### src/rtl/timer_dev_pkg.sv
// rtl/timer_dev_pkg.sv - shared register offsets, control bit indices, mode codes and FSM encodings
package timer_dev_pkg;

    localparam int BUS_W = 32;

    typedef logic [3:0] ctrl_t;

    localparam logic [1:0] CTRL_OFS   = 2'b00;
    localparam logic [1:0] PRESET_OFS = 2'b01;
    localparam logic [1:0] COUNT_OFS  = 2'b10;

    localparam int EN      = 0;
    localparam int MODE_LO = 1;
    localparam int MODE_HI = 2;
    localparam int IM      = 3;

    localparam logic [1:0] MODE_ONESHOT  = 2'b00;
    localparam logic [1:0] MODE_PERIODIC = 2'b01;

    localparam logic [1:0] IDLE = 2'b00;
    localparam logic [1:0] LOAD = 2'b01;
    localparam logic [1:0] CNT  = 2'b10;
    localparam logic [1:0] INT  = 2'b11;

    // Only the periodic code reloads; the two unassigned codes fall back to one-shot.
    function automatic logic is_periodic(input logic [1:0] mode);
        return mode == MODE_PERIODIC;
    endfunction

endpackage

### src/rtl/timer_dev_if.sv
// rtl/timer_dev_if.sv - bridge-to-timer device port bundle
interface timer_dev_if;
    import timer_dev_pkg::*;

    logic [BUS_W-1:0] addr;
    logic             we;
    logic [BUS_W-1:0] wdata;
    logic [BUS_W-1:0] rdata;
    logic             irq;

    modport master (output addr, we, wdata, input rdata, irq);
    modport slave  (input addr, we, wdata, output rdata, irq);

endinterface

### src/rtl/timer_dev.sv
// rtl/timer_dev.sv - memory-mapped countdown timer with one-shot and periodic modes
module timer_dev
    import timer_dev_pkg::*;
#(
    parameter int CNT_W = 32
)
(
    input  logic       clk,
    input  logic       reset,
    timer_dev_if.slave bus
);

    ctrl_t             ctrl;
    ctrl_t             ctrl_nxt;
    logic [CNT_W-1:0]  preset;
    logic [CNT_W-1:0]  preset_nxt;
    logic [CNT_W-1:0]  count;
    logic [CNT_W-1:0]  count_nxt;
    logic [1:0]        state;
    logic [1:0]        state_nxt;
    logic              irq_flag;
    logic              flag_nxt;
    logic              irq_q;
    logic [1:0]        ofs;
    logic              wr_ctrl;
    logic              wr_preset;
    logic              unused_bits;

    localparam logic [CNT_W-1:0] CNT_ONE = {{(CNT_W-1){1'b0}}, 1'b1};

    assign ofs         = bus.addr[3:2];
    assign wr_ctrl     = bus.we && (ofs == CTRL_OFS);
    assign wr_preset   = bus.we && (ofs == PRESET_OFS);
    assign unused_bits = ^{bus.addr[31:4], bus.addr[1:0], bus.wdata};

    always_comb begin
        ctrl_nxt   = ctrl;
        preset_nxt = preset;
        count_nxt  = count;
        state_nxt  = state;
        flag_nxt   = irq_flag;

        case (state)
            IDLE: begin
                if (ctrl[EN]) state_nxt = LOAD;
            end
            LOAD: begin
                count_nxt = preset;
                flag_nxt  = 1'b0;
                state_nxt = CNT;
            end
            CNT: begin
                if (!ctrl[EN]) begin
                    state_nxt = IDLE;
                end else if (count > CNT_ONE) begin
                    count_nxt = count - CNT_ONE;
                end else begin
                    // Covers both COUNT==1 and a zero PRESET; never wraps.
                    count_nxt = '0;
                    state_nxt = INT;
                end
            end
            INT: begin
                flag_nxt = 1'b1;
                if (is_periodic(ctrl[MODE_HI:MODE_LO])) begin
                    state_nxt = LOAD;
                end else begin
                    ctrl_nxt[EN] = 1'b0;
                    state_nxt    = IDLE;
                end
            end
            default: state_nxt = IDLE;
        endcase

        // CPU writes land after the FSM so they win over its EN clear and flag set.
        if (wr_ctrl) begin
            ctrl_nxt = bus.wdata[3:0];
            flag_nxt = 1'b0;
        end
        if (wr_preset) begin
            preset_nxt = bus.wdata[CNT_W-1:0];
            flag_nxt   = 1'b0;
        end
    end

    always_ff @(posedge clk) begin
        if (reset) begin
            ctrl     <= '0;
            preset   <= '0;
            count    <= '0;
            state    <= IDLE;
            irq_flag <= 1'b0;
            irq_q    <= 1'b0;
        end else begin
            ctrl     <= ctrl_nxt;
            preset   <= preset_nxt;
            count    <= count_nxt;
            state    <= state_nxt;
            irq_flag <= flag_nxt;
            irq_q    <= ctrl_nxt[IM] & flag_nxt;
        end
    end

    assign bus.irq = irq_q;

    always_comb begin
        bus.rdata = '0;
        case (ofs)
            CTRL_OFS:   bus.rdata[3:0]       = ctrl;
            PRESET_OFS: bus.rdata[CNT_W-1:0] = preset;
            COUNT_OFS:  bus.rdata[CNT_W-1:0] = count;
            default:    bus.rdata            = '0;
        endcase
    end

endmodule

### src/flat_wrapper.sv
// flat-port wrapper written by rule: the top's interface ports become plain ports
module timer_dev_flat import timer_dev_pkg::*;
#(
    parameter int CNT_W = 32
)
  (clk, reset, bus_addr, bus_we, bus_wdata, bus_rdata, bus_irq);
  timer_dev_if bus_i ();
  input  logic clk;
  input  logic reset;
  input wire logic [$bits(bus_i.addr)-1:0] bus_addr;
  input wire logic [$bits(bus_i.we)-1:0] bus_we;
  input wire logic [$bits(bus_i.wdata)-1:0] bus_wdata;
  output wire logic [$bits(bus_i.rdata)-1:0] bus_rdata;
  output wire logic [$bits(bus_i.irq)-1:0] bus_irq;
  assign bus_i.addr = bus_addr;
  assign bus_i.we = bus_we;
  assign bus_i.wdata = bus_wdata;
  assign bus_rdata = bus_i.rdata;
  assign bus_irq = bus_i.irq;
  timer_dev #(.CNT_W(CNT_W)) u_core (.clk(clk), .reset(reset), .bus(bus_i));
endmodule
### config.mk
export PLATFORM = sky130hd
export DESIGN_NAME = timer_dev_flat
export DESIGN_NICKNAME = d
export VERILOG_FILES = /design/src/rtl/timer_dev_pkg.sv /design/src/rtl/timer_dev_if.sv /design/src/rtl/timer_dev.sv /design/src/flat_wrapper.sv
export SDC_FILE = /design/constraint.sdc
export NUM_CORES = 1
export LEC_CHECK = 0
export ABC_CLOCK_PERIOD_IN_PS = 2550
export CAP_MARGIN = 5
export CORE_ASPECT_RATIO = 1.5
export CORE_MARGIN = 1
export CORE_UTILIZATION = 50
export CTS_CLUSTER_DIAMETER = 30
export DETAILED_ROUTE_END_ITERATION = 6
export DONT_BUFFER_PORTS = 1
export PLACE_DENSITY_LB_ADDON = 0.12
export SLEW_MARGIN = 30
export SYNTH_ARGS = -nofsm -noshare
export SYNTH_HDL_FRONTEND = slang
export SYNTH_SLANG_ARGS = --single-unit
### constraint.sdc
create_clock -name clk -period 2.55 [get_ports clk]
set_clock_uncertainty 0.2 [all_clocks]
set_input_delay 0.3825 -clock clk [delete_from_list [all_inputs] [get_ports clk]]
set_output_delay 0.3825 -clock clk [all_outputs]
set_load 0.005 [all_outputs]
Yosys cells after proc, flatten, opt, wreduce, memory -nomap -nowiden
Cells that the tools add are included.

Bits in registers: 72. Latch bits: 0. Bits in writable memories: 0. Bits in read-only memories: 0. Bits of input ports: 67. Output and inout port bits: 33. Logic and storage cells: 46. Memories: 0.

Add/sub/neg operators: 1. $mul: 0. Div/mod/pow operators: 0. Magnitude comparators: 1. Equal/unequal tests: 10. Shift operators: 0. Multiplexer cells: 16. Bitwise gates (word level): 1. Reduce and logical (&&, ||, !) cells: 9.

Operators with widths (count): two-way mux 32 bit (2); case mux 32 bit (2 select lines) (1); case mux 28 bit (2 select lines) (1); greater-than comparator 32 x 1 -> 1 bit, second input constant (1); subtractor 32 x 1 -> 32 bit, second input constant (1); case mux 4 bit (3 select lines) (1); case mux 2 bit (4 select lines) (1); equality test 2 x 1 -> 1 bit, second input constant (3); equality test 2 bit, second input constant (3); two-way mux 2 bit (3); != test 2 x 1 -> 1 bit, second input constant (3); AND reduction 2 bit (3); two-way mux 1 bit (5); logical NOT 2 bit (2); two-way mux 4 bit (1); nonzero test 2 bit (2); != test 3 bit, second input constant (1); logical AND 1 bit (2); case mux 1 bit (2 select lines) (1); AND 1 bit (1).

Longest topological paths before layout
Word-level depth: 5. Gate-level depth with buffers: 8. Depth with buffers taken out: 7.

Worst setup path before layout
No wires, ideal clock.

Path type: register -> register. From: register u_core.count[19]. To: register u_core.count[2]. Setup time: 0.130 ns. Data arrival time: 1.935 ns. Required time: 2.220 ns. Setup slack: 0.286 ns. Stages on the path, launching flop included: 8. Path buffers: 2. Period minus slack after synthesis: 2.264 ns. Cell sequence: dfxtp_1 buf_6 or4_4 nor4b_4 a31oi_1 buf_2 a32oi_1 o32ai_1.

Word-level cells in the longest chain between the ends: 4.

Ends and longest elaborated chain: start, declared (RTL line timer_dev.sv:17) `logic [CNT_W-1:0] count;`; start signal, assigned (RTL line timer_dev.sv:97) `count <= count_nxt;`; greater-than comparator 32 x 1 -> 1 bit (RTL line timer_dev.sv:55) `end else if (count > CNT_ONE) begin`; two-way mux 32 bit (RTL line timer_dev.sv:55); two-way mux 32 bit (RTL line timer_dev.sv:53) `if (!ctrl[EN]) begin`; case mux 32 bit (2 select lines) (RTL line timer_dev.sv:43) `case (state)`.

No other way between the ends. The select of a mux whose other input is x is not followed. A chain may end at the register's enable or synchronous reset.

Worst setup path in the final report
From: register u_core.count[1]. To: register u_core.count[23].

Word-level cells in the longest chain between the ends: 4. Elaborated cells on any way between the ends: 5. Those cells by class: 1 x add/sub; 1 x order compare; 3 x mux.

Ends and longest elaborated chain (RTL line): subtractor 32 x 1 -> 32 bit or greater-than comparator 32 x 1 -> 1 bit (tied branches) (timer_dev.sv:56, timer_dev.sv:55); two-way mux 32 bit (*) (timer_dev.sv:55); two-way mux 32 bit (*) (timer_dev.sv:53); case mux 32 bit (2 select lines) (*) (timer_dev.sv:43).

Every way passes the cells marked *; elsewhere a longest branch is shown, timed or not. The select of a mux whose other input is x is not followed.

==> results by group <==
Outcome
  – Outcome: finished clean

Cells and area
  – ANT cells: 0
  – Fill cell count: 727
  – Final #Nets: 659
  – Commonest non-fill, non-tap cells in the layout: 90 x nand2_1, 72 x dfxtp_1, 54 x a21oi_1
  – Design Area, Final: 0.00507 mm^2
  – Most common cell after layout, fill and taps aside: nand2_1
  – Area growth, synth to finish: 21.6%
  – Share of cells above drive strength 1: 11.2%

Synthesis
  – Largest family of logic cells by synthesized area: simple AND/OR/NAND/NOR gates
  – Adder-Cell Fraction of Synth Area: 1.80%
  – Mux share of post-synthesis cell area: 0.480%
  – Post-Syn Area: 0.00417 mm^2
  – Post-synth EDFFs: 0
  – Ys flop type: dfxtp_1
  – Ys Warns: 0
  – Post-synth ARST share: 0%
  – Synth Area in XOR/XNOR: 0.210%
  – Compound-cell area share of the yosys netlist: 27.4%
  – Synth Instances: 552
  – Syn_area_per_cell: 7.55 um^2
  – Synth top area share: 34.6%
  – Simple-gate share of the synthesized area: 29.6%
  – Net Count, Synth: 625
  – Synth unique cells: 58
  – Dominant cell type by area after synthesis: dfxtp_1
  – Top cells by area, synth: dfxtp_1 35%, nand2_1 8.1%, a21oi_1 6.5%, a22oi_1 6.1%, nor2b_1 4.7%
  – Yosys reg bits: 72
  – Seq/Total Area, Yosys: 34.6%

Place
  – I/O Buffers: 0
  – Placed Area: 0.00442 mm^2
  – DP HPWL: 9.17 mm
  – GPL Wtd Cong: 0.907

Drt
  – DRT Pass-1 Iters: 5
  – Drc violations: 0
  – Final wirelength: 13.3 mm
  – DRT iter0 DRCs: 316
  – Drt wl/cell: 19.1 um
  – Via density: 6.35
  – Final antenna-violating net count: 0
  – Routed vias: 4419

STA
  – Final hold vios: 0
  – Worst Tran Pin Value: 0.581 ns
  – Fmax: 423 MHz
  – Fin crit share: 92.8%
  – RSZ-0062 raised after global routing: no
  – Pins Over Slew Limit: 0
  – Slew margin rel.: 61.2%
  – Min Tclk post-route: 2.37 ns
  – # setup viols final: 0
  – Fin Setup TNS: 0 ns

Global route
  – First-pass GRT wire length: 21.0 mm
  – Number of global-route vias before repair: 4099
  – Largest net degree at the start of global routing: 71
  – Initial antenna violation count: 0
  – Gr usage total: 31.0%
  – Total gr overflow: 0

Die
  – DIE WIDTH: 76.5 um
  – Initial Util: 51.7%
  – DIE HEIGHT: 114 um
  – DIE AREA: 0.00871 mm^2
  – Core area: 0.00806 mm^2
  – Io pins: 100
  – Rows: 40

Setup path
  – Worst-path cell chain: inv_1 > ha_1 > o211a_1 > a31o_4 > or4_1 > a31oi_1
  – Endpoint class of the critical path: flip-flop
  – Sum of buffers and inverters on the critical path: 1
  – CP top delay family: compound AO/OA/AOI/OAI gates
  – Slowest CP cell: or4_1
  – Slowest stage delay, CP: 0.52 ns
  – Critical Path RT: 2.61 ns
  – Worst Setup Path Type: flip-flop to flip-flop
  – Max FO, Critical Path: 9
  – CP Launch Type: flip-flop
  – Worst Path Arrival: 2.43 ns
  – Reg2Reg Setup Slack: 0.18 ns

CTS
  – CTS tree: done
  – Clock Root Buffer: clkbuf_16
  – Clock buffer depth: 2
  – Clock sink count: 72
  – Clk Latency, worst-skew pair: 0.34 ns
  – Clock transition at path regs: 0.06 ns
  – Inserted Clock Buffers: 9
  – Number of H-tree levels: 3

Power
  – Worst vdd ir: 0.463 mV
  – Final total power: 2.78 mW
  – PwrDens: 549 mW/mm^2
  – Leak Pwr: 1.84 nW

Run
  – Max cap viols: 0

Worst hold path
  – Hold Crit Class: primary input to flip-flop
[synthesized netlist by cell type (3+ instances only)]
master    count
a211oi_1      7
a21oi_1      54
a222oi_1      4
a22oi_1      34
a31oi_1      18
a32oi_1       5
and3_1        5
and4_1        4
buf_2         3
clkbuf_1     42
dfxtp_1      72
ha_1          6
inv_1        16
nand2_1      90
nand3_1      22
nand4_1      11
nand4b_1      3
nor2_1       24
nor2b_1      31
nor3_1       13
nor4_1        9
o211ai_1      5
o21a_1        5
o21ai_0      13
o311ai_0      3
o31ai_1       4
o32ai_1       5
or3_1         4
or4_1         5
[layer usage]
metal | up-vias | track usage [%] | share of wire [%]
met3 | 41 | 5.36 | 6.4
met4 | 0 | 17.8 | 3.7
li1 | 2105 | - | -
met1 | 2096 | 38.6 | 41
met5 | - | 0 | 0
met2 | 177 | 50.3 | 49
[power by group]
group / switching (mW) / internal, mW
Clock: 0.492 / 0.782
Combinational: 0.189 / 0.139
Sequential: 0.0277 / 1.15
Total: 0.709 / 2.07
[path summary, 6_finish.rpt]
kind / from / endpoint / cells after the start
max: u_core.count[1] / u_core.count[23] / 6
min: bus_wdata[14] / u_core.preset[14] / 2
max reg2reg: u_core.count[1] / u_core.count[23] / 6
min reg2reg: u_core.preset[4] / u_core.preset[4] / 2
[through the flow]
step	utilization (%)	cells	hold WS, ns	setup WS [ns]
after detailed placement	54.9	648	0.259	0.103
after CTS	62.7	695	0.00136	0.0908
after global routing	62.9	696	0.00835	0.0470
final	62.9	696	0.00431	0.184
after global placement	54.9	648	0.255	0.144
after floorplan	-	552	0.244	0.286
[flip-flops by register name, summed over array words and instances (netlist names)]
register and count:
u_core.irq_flag 1, u_core.state 2, u_core.bus.irq 1, u_core.ctrl 4, u_core.count 32, u_core.preset 32
[cell type report]
class | instances | area [um^2] | area share (%)
clock buffer | 11 | 243 | 4.79
clock inverter | 5 | 56.3 | 1.11
inverter | 16 | 60.1 | 1.19
multi-input combinational | 417 | 2490 | 49.1
sequential | 72 | 1440 | 28.5
tap | 105 | 131 | 2.59
timing repair buffer | 70 | 646 | 12.7
[cell families after synthesis]
kind of cell / count (synthesis)
xor+xnor: 1
flops: 72
compound gates: 172
buf+inv: 63
mux: 2
simple gates: 236
fa+ha+maj: 6
[timing repair]
item | 4_1_cts | 5_1_grt
hold buffers | 31 | 0
setup buffers | 0 | 1
endpoints found under the setup margin | 0 | 4
resized for setup | 0 | 1
hold endpoints to repair | 70 | 0
No activity file was read; power rests on OpenSTA's default activity.
